[src/rtl/cla_pkg.sv]
// Shared definitions for the slice-serial carry-lookahead adder.
// Holds the controller state encoding and the slice width used by the datapath.
package cla_pkg;

  localparam int SLICE_W = 4;

  typedef enum logic [1:0] {
    IDLE = 2'd0,
    RUN  = 2'd1,
    DONE = 2'd2
  } state_t;

endpackage

[src/rtl/cla.sv]
// 4-bit carry-lookahead adder slice; purely combinational.
// All four carries come from generate/propagate terms rather than a ripple chain.
module cla
  import cla_pkg::*;
(
  input  logic [SLICE_W-1:0] a,
  input  logic [SLICE_W-1:0] b,
  input  logic               cin,
  output logic [SLICE_W-1:0] s,
  output logic               cout
);

  logic [SLICE_W-1:0] g;
  logic [SLICE_W-1:0] p;
  logic [SLICE_W-1:0] c;

  assign g = a & b;
  assign p = a ^ b;

  assign c[0] = cin;
  assign c[1] = g[0] | (p[0] & cin);
  assign c[2] = g[1] | (p[1] & g[0]) | (p[1] & p[0] & cin);
  assign c[3] = g[2] | (p[2] & g[1]) | (p[2] & p[1] & g[0])
              | (p[2] & p[1] & p[0] & cin);
  assign cout = g[3] | (p[3] & g[2]) | (p[3] & p[2] & g[1])
              | (p[3] & p[2] & p[1] & g[0]) | (p[3] & p[2] & p[1] & p[0] & cin);

  assign s = p ^ c;

endmodule

[src/rtl/cla_serial_adder.sv]
// Slice-serial adder: one 4-bit CLA reused over WIDTH/4 cycles, valid/ready on both sides.
// Optional macro CLA_SERIAL_OVF_EN adds a registered two's-complement overflow output ovf.
module cla_serial_adder
  import cla_pkg::*;
#(
  parameter int WIDTH = 16
) (
  input  logic             clk,
  input  logic             rst_n,
  input  logic             in_valid,
  output logic             in_ready,
  input  logic [WIDTH-1:0] a,
  input  logic [WIDTH-1:0] b,
  input  logic             cin,
  output logic             out_valid,
  input  logic             out_ready,
  output logic [WIDTH-1:0] sum,
  output logic             cout
`ifdef CLA_SERIAL_OVF_EN
  ,
  output logic             ovf
`endif
);

  localparam int NSLICE = WIDTH / SLICE_W;
  localparam int CW     = (NSLICE > 1) ? $clog2(NSLICE) : 1;
  localparam logic [CW-1:0] LAST = CW'(NSLICE - 1);

  state_t             state;
  state_t             next_state;
  logic [WIDTH-1:0]   a_q;
  logic [WIDTH-1:0]   b_q;
  logic               carry_q;
  logic [CW-1:0]      k;
  logic [SLICE_W-1:0] slice_s;
  logic               slice_c4;

  assign in_ready  = (state == IDLE);
  assign out_valid = (state == DONE);

  cla u_cla (
    .a    (a_q[k*SLICE_W +: SLICE_W]),
    .b    (b_q[k*SLICE_W +: SLICE_W]),
    .cin  (carry_q),
    .s    (slice_s),
    .cout (slice_c4)
  );

  always_ff @(posedge clk or negedge rst_n) begin
    if (!rst_n) state <= IDLE;
    else        state <= next_state;
  end

  always_comb begin
    next_state = state;
    case (state)
      IDLE:    if (in_valid)  next_state = RUN;
      RUN:     if (k == LAST) next_state = DONE;
      DONE:    if (out_ready) next_state = IDLE;
      default: next_state = IDLE;
    endcase
  end

  // The sum register is filled one slice per RUN cycle; it is only exposed once DONE is reached.
  always_ff @(posedge clk or negedge rst_n) begin
    if (!rst_n) begin
      a_q     <= '0;
      b_q     <= '0;
      carry_q <= 1'b0;
      k       <= '0;
      sum     <= '0;
      cout    <= 1'b0;
`ifdef CLA_SERIAL_OVF_EN
      ovf     <= 1'b0;
`endif
    end else begin
      case (state)
        IDLE: begin
          if (in_valid) begin
            a_q     <= a;
            b_q     <= b;
            carry_q <= cin;
            k       <= '0;
          end
        end
        RUN: begin
          sum[k*SLICE_W +: SLICE_W] <= slice_s;
          carry_q                   <= slice_c4;
          k                         <= k + 1'b1;
          if (k == LAST) begin
            cout <= slice_c4;
`ifdef CLA_SERIAL_OVF_EN
            // Same as carry-into-MSB XOR carry-out: like-signed operands giving an opposite-signed sum.
            ovf  <= (a_q[WIDTH-1] == b_q[WIDTH-1]) && (slice_s[SLICE_W-1] != a_q[WIDTH-1]);
`endif
          end
        end
        default: ;
      endcase
    end
  end

endmodule
[config.mk]
export PLATFORM = sky130hd
export DESIGN_NAME = cla_serial_adder
export DESIGN_NICKNAME = d
export VERILOG_FILES = /design/src/rtl/cla_pkg.sv /design/src/rtl/cla.sv /design/src/rtl/cla_serial_adder.sv
export SDC_FILE = /design/constraint.sdc
export NUM_CORES = 1
export LEC_CHECK = 0
export CORE_MARGIN = 2
export CORE_UTILIZATION = 50
export DETAILED_ROUTE_END_ITERATION = 8
export PLACE_DENSITY = 0.79
export SYNTH_ARGS = -nofsm -noshare
export SYNTH_HDL_FRONTEND = slang
export SYNTH_SLANG_ARGS = --single-unit
[constraint.sdc]
create_clock -name clk -period 3.1 [get_ports clk]
set_clock_uncertainty 0.15 [all_clocks]
set_input_delay 0.62 -clock clk [delete_from_list [all_inputs] [get_ports clk]]
set_output_delay 0.62 -clock clk [all_outputs]
set_load 0.01 [all_outputs]
Word-level counts from Yosys, hierarchy flattened
Cells that the tools add are included.
{ "totals": {"register_bits": 54, "latch_bits": 0, "ram_bits": 0, "mem_bits_ro": 0, "in_bits": 37, "out_inout_bits": 19, "wordCells": 63, "mem_count": 0} }
{ "classes": {"add_sub_neg": 2, "mul": 0, "div": 0, "n_lt_le_gt_ge": 0, "n_eq_ne": 6, "shift": 4, "muxes": 9, "n_bitwise": 29, "reduce_logical": 6} }
{ "ops": {"columns": ["operator", "n"], "rows": [
  ["negation 4 -> 34 bit", 1],
  ["variable shift 4 x 34 -> 16 bit, first input constant", 1],
  ["variable part select 4 x 34 -> 16 bit", 1],
  ["variable part select 16 x 5 -> 4 bit", 2],
  ["bitwise AND 1 bit", 16],
  ["bitwise mux 16 bit", 1],
  ["bitwise OR 1 bit", 10],
  ["two-way mux 2 bit", 4],
  ["bitwise XOR 4 bit", 2],
  ["case mux 2 bit (3 select lines)", 1],
  ["AND reduction 2 bit", 3],
  ["bitwise AND 4 bit", 1],
  ["== test 2 bit, second input constant", 2],
  ["!= test 2 bit, second input constant", 2],
  ["case mux 2 bit (2 select lines)", 1],
  ["AND reduction 3 bit", 1],
  ["adder 2 x 1 -> 2 bit, second input constant", 1],
  ["== test 2 x 1 -> 1 bit, second input constant", 1],
  ["logical NOT 2 bit", 1],
  ["!= test 2 x 1 -> 1 bit, second input constant", 1],
  ["case mux 1 bit (2 select lines)", 1],
  ["nonzero test 2 bit", 1],
  ["two-way mux 1 bit", 1]
]} }

Longest topological paths before layout
{ "depth": {"depth_word": 9, "mapped_depth": 7, "ltp_nobuf": 5} }

By module
A second synthesis with hierarchy kept.
{ "unflattened": {"cells_unflattened": 184, "hier_area_um2": 2568.7} }
{ "by_module_without_submodules": {"columns": ["mod", "n_inst", "cells_per_inst", "area_each_um2", "seq_area_each_um2"], "rows": [
  ["cla_serial_adder", 1, 167, 2421.1, 1351.3],
  ["cla", 1, 17, 147.6, 0.0]
]} }

Worst setup path after synthesis
No wires, ideal clock.
{ "synth_timing": {"path_kind": "register -> register", "startpoint": "register k[0]", "endpoint": "register cout", "setup_ns": 0.135, "t_arrival_ns": 2.243, "required_time_ns": 2.815, "path_slack_ns": 0.572, "stages_incl_launch_ff": 8, "n_path_buf": 2, "period_less_slack_ns": 2.528, "path_cell_list": "dfrtp_1 buf_2 buf_2 mux4_2 ha_1 a21o_1 a221oi_1 a31oi_1"} }
{ "synth_via": {"elab_chain_len": 7, "word_cells_on_any_way": 17, "cone_classes": "eq/ne: 1; shift: 2; bitwise: 13; reduce/logical: 1"} }
{ "synth_rtl": {"columns": ["item", "line", "text"], "rows": [
  ["start: declaration", "cla_serial_adder.sv:34", "logic [CW-1:0] k;"],
  ["start signal: assignment", "cla_serial_adder.sv:89", "k <= k + 1'b1;"],
  ["variable part select 16 x 5 -> 4 bit (on tied branches)", "cla_serial_adder.sv:42, cla_serial_adder.sv:43", null],
  ["bitwise XOR 4 bit / bitwise AND 4 bit (equally long branches)", "cla.sv:18, cla.sv:17", null],
  ["bitwise AND 1 bit (on tied branches)", "cla.sv:25, cla.sv:26", null],
  ["bitwise OR 1 bit, or another cell as far along", "cla.sv:25", "assign cout = g[3] | (p[3] & g[2]) | (p[3] & p[2] & g[1])"],
  ["bitwise OR 1 bit / bitwise AND 1 bit (equally long branches)", "cla.sv:25, cla.sv:26", null],
  ["bitwise OR 1 bit / bitwise AND 1 bit (equally long branches)", "cla.sv:26", "| (p[3] & p[2] & p[1] & g[0]) | (p[3] & p[2] & p[1] & p[0] & cin);"],
  ["bitwise OR 1 bit", "cla.sv:26", null],
  ["end signal: assignment", "cla_serial_adder.sv:91", "cout <= slice_c4;"],
  ["end: declaration", "cla_serial_adder.sv:18", "output logic cout"]
]} }
Parallel ways exist; a longest one is shown, timed or not.
A chain may end at the register's enable or synchronous reset.

Worst setup path after layout
{ "layout_timing": {"startpoint": "register k[0]", "endpoint": "register sum[7]"} }
{ "layout_via": {"elab_chain_len": 9, "word_cells_on_any_way": 24, "cone_classes": "add/sub: 1; shift: 4; mux: 1; bitwise: 18"} }
{ "layout_rtl": {"columns": ["item", "line", "text"], "rows": [
  ["variable part select 16 x 5 -> 4 bit (on tied branches)", "cla_serial_adder.sv:42, cla_serial_adder.sv:43", null],
  ["bitwise XOR 4 bit / bitwise AND 4 bit (equally long branches)", "cla.sv:18, cla.sv:17", null],
  ["bitwise AND 1 bit (on tied branches)", "cla.sv:23, cla.sv:24", null],
  ["bitwise OR 1 bit, or another cell as far along", "cla.sv:23", "assign c[3] = g[2] | (p[2] & g[1]) | (p[2] & p[1] & g[0])"],
  ["bitwise OR 1 bit / bitwise AND 1 bit (equally long branches)", "cla.sv:23, cla.sv:24", null],
  ["bitwise OR 1 bit", "cla.sv:24", "| (p[2] & p[1] & p[0] & cin);"],
  ["bitwise XOR 4 bit", "cla.sv:28", "assign s = p ^ c;"],
  ["variable part select 4 x 34 -> 16 bit", "cla_serial_adder.sv:87", "sum[k*SLICE_W +: SLICE_W] <= slice_s;"],
  ["bitwise mux 16 bit *", "cla_serial_adder.sv:87", null],
  ["end signal: indexed assignment", "cla_serial_adder.sv:87", null],
  ["end: declaration", "cla_serial_adder.sv:17", "output logic [WIDTH-1:0] sum,"]
]} }
Every way passes the cells marked *; elsewhere a longest branch is shown, timed or not.

==> impl_metrics.ini <==
[outcome]
status = complete, no violations

[sta]
fin_crit_ns = 2.75
slew_headroom = 0.592
timing.final.crit_share = 0.889
fmax_mhz = 363
hold_violations = 0
worst_slew_pin_slew_ns = 0.606
fin_ws_ns = 0.345
rsz0062_at_grt = no
maxSlewViolCount = 0
fin_setup_tns_ns = 0
setup_viol = 0
hold_ws_ns = 0.145

[critical_path]
cp_cell_sequence = buf_4 -> mux4_2 -> ha_1 -> a211oi_1 -> o21ai_0 -> a32o_1
crit_slowest_cell = mux4_2
critical_path.max_stage_delay_ns = 0.54
r2r_cells = 6
criticalPathCategory = reg -> reg
endpoint_kind = flop
crit_path_start_kind = flop
worstPathArrival_ns = 2.80
cp_max_fo = 10
cp.required_ns = 3.15

[die]
die-width_um = 75.7
dieArea_um2 = 5740
rows = 26
die_y_um = 75.7
core_um2 = 5040
start_util = 0.510
ioPinCount = 56

[detailed_routing]
postRouteAntennaNets = 0
routedWlPerCell_um = 15.7
drtIter0Drc = 118
num_vias = 1715
wl_mm = 4.92
drt_first_pass_iters = 4
via_per_inst = 5.46
drc = 0

[logic_synthesis]
synth_ff_type = dfrtp_1
syn_inst = 185
synth_top_area_frac = 0.525
synthArstFlopShare = 1.00
ys_seq_area_frac = 0.525
syn_nets = 233
synth_cell_types = 41
syn_area_um2 = 2570
synth_seq_cells = 54
synth_area_leaders = dfrtp_1 53%, mux2_2 14%, mux4_2 7.0%
yosys_warnings = 0
synth_top_cell_by_area = dfrtp_1
syn_avg_cell_area_um2 = 13.9
synth-edff-count = 0

[grt]
antenna_found_initial = 0
overflow = 0
grt_max_degree = 55
grt_pass1_wl_mm = 8.56
grt_usage = 0.199
grt_pass1_vias = 1833

[clock_tree]
cts-resized-gates = 0
htreeDepth = 2
clk_latency_ns = 0.30
cts_buffer_depth = 2
cts_root_buf = clkbuf_8
clock_sinks = 54
holdBufCountCts = 0
cts_buffers = 5
path_clk_slew_ns = 0.09
cts_tree = built
cts_setup_buffers = 0

[place]
place_congestion = 0.803
dpl_worst_slack_ns = 0.384
dp_hpwl_mm = 3.76
io_buffers = 55

[final_layout]
antenna_cells = 0
nets = 291
area_delta_synth_final_pct = 28.7
finish.utilization = 0.657
final_layout_size_suffix_gt1_frac = 0.238

[flow_run]
maxCapViolCount = 0

[power_and_ir_drop]
power_density_nw_per_um2 = 1150
ir_drop_v = 0.000573
leakagePower_nw = 1.39

[worst_hold_path]
hold_class = in -> async
## power breakdown
| group | switching, mW | internal, mW | total (mW) |
|---|---|---|---|
| clock | 0.223 | 0.241 | 0.464 |
| combinational | 0.981 | 1.06 | 2.04 |
| sequential | 0.259 | 1.04 | 1.30 |
## placed cells by master (no fill, tap or decap), types with 3 or more instances in the layout
cell type / netlist / final
clkbuf_8: 0 / 5
and3_1: 3 / 3
dfrtp_1: 54 / 54
mux2_2: 32 / 32
a22o_1: 4 / 4
nor2_1: 4 / 4
nand3b_1: 4 / 4
buf_4: 4 / 4
inv_1: 3 / 3
nand2_1: 11 / 11
mux4_2: 8 / 8
ha_1: 10 / 10
a32o_1: 4 / 4
o21ai_0: 7 / 7
o31ai_1: 4 / 4
clkdlybuf4s50_1: 0 / 54
## cells by family (layout without fill, tap and decap cells)
group,count (synthesis),after routing,synth area share
flops,54,54,0.525
fa+ha+maj,11,11,0.0564
compound gates,30,30,0.0865
mux,41,41,0.214
simple gates,36,36,0.0870
buf+inv,12,71,0.0277
xor+xnor,1,1,0.00340
## per-layer routing
| layer | up-vias | global-route usage | share of wire | wire length [um] |
|---|---|---|---|---|
| met4 | 0 | 0.0526 | 0.0079 | 39 |
| met3 | 5 | 0.0397 | 0.036 | 176 |
| met5 | - | 0 | 0 | 0 |
| met2 | 43 | 0.357 | 0.54 | 2680 |
| met1 | 866 | 0.246 | 0.41 | 2020 |
| li1 | 801 | - | - | - |
## worst max-delay path, delay by kind of cell, from the launching register on
kind / cells / cell delay [ns]
AOI/OAI and AO/OA: 3 / 0.90
muxes: 1 / 0.54
DFF: 1 / 0.52
adders and majority gates: 1 / 0.33
buffers and inverters: 1 / 0.21
## registers in the layout (all words and copies together), names as in the netlist
register and cells:
b_q 16, cout 1, state 2, sum 16, carry_q 1, k 2
a_q 16
## metrics by stage
stage / total power, mW / cell area [um2] / cells
after floorplan: 2.69 / 2570 / 185
after global placement: 3.27 / 3200 / 306
after detailed placement: 3.37 / 3200 / 306
after CTS: 3.84 / 3310 / 314
after global routing: 4.13 / 3310 / 314
final: 3.81 / 3310 / 314
## path summary, 6_finish.rpt
| path | start | end | slack [ns] |
|---|---|---|---|
| worst max-delay path | k[0]$_DFFE_PN0P_ | sum[7]$_DFFE_PN0P_ | 0.35 |
| worst min-delay path | rst_n | sum[7]$_DFFE_PN0P_ | 0.14 |
| worst max register to register | k[0]$_DFFE_PN0P_ | sum[7]$_DFFE_PN0P_ | 0.35 |
| worst min register to register | sum[5]$_DFFE_PN0P_ | sum[5]$_DFFE_PN0P_ | 0.34 |
| max in group asynchronous | rst_n | b_q[4]$_DFFE_PN0P_ | 2.42 |
| min in group clk | sum[5]$_DFFE_PN0P_ | sum[5]$_DFFE_PN0P_ | 0.34 |
## cells in the mapped netlist, types with 2 or more instances
master,count
a211oi_1,2
a21o_1,2
a22o_1,4
a32o_1,4
and3_1,3
buf_2,3
buf_4,4
dfrtp_1,54
ha_1,10
inv_1,3
mux2_2,32
mux4_2,8
nand2_1,11
nand2b_1,2
nand3_1,2
nand3b_1,4
nor2_1,4
o21ai_0,7
o31ai_1,4
## cell type report
class	instances	area [um2]
repair buffers	60	596
clock buffers	6	72.6
clock inverters	2	37.5
flip-flops and latches	54	1350
well taps	70	87.6
fillers	401	1730
multi-input cells	119	1160
inverters	3	11.3
Power figures use the tool's default switching activity.
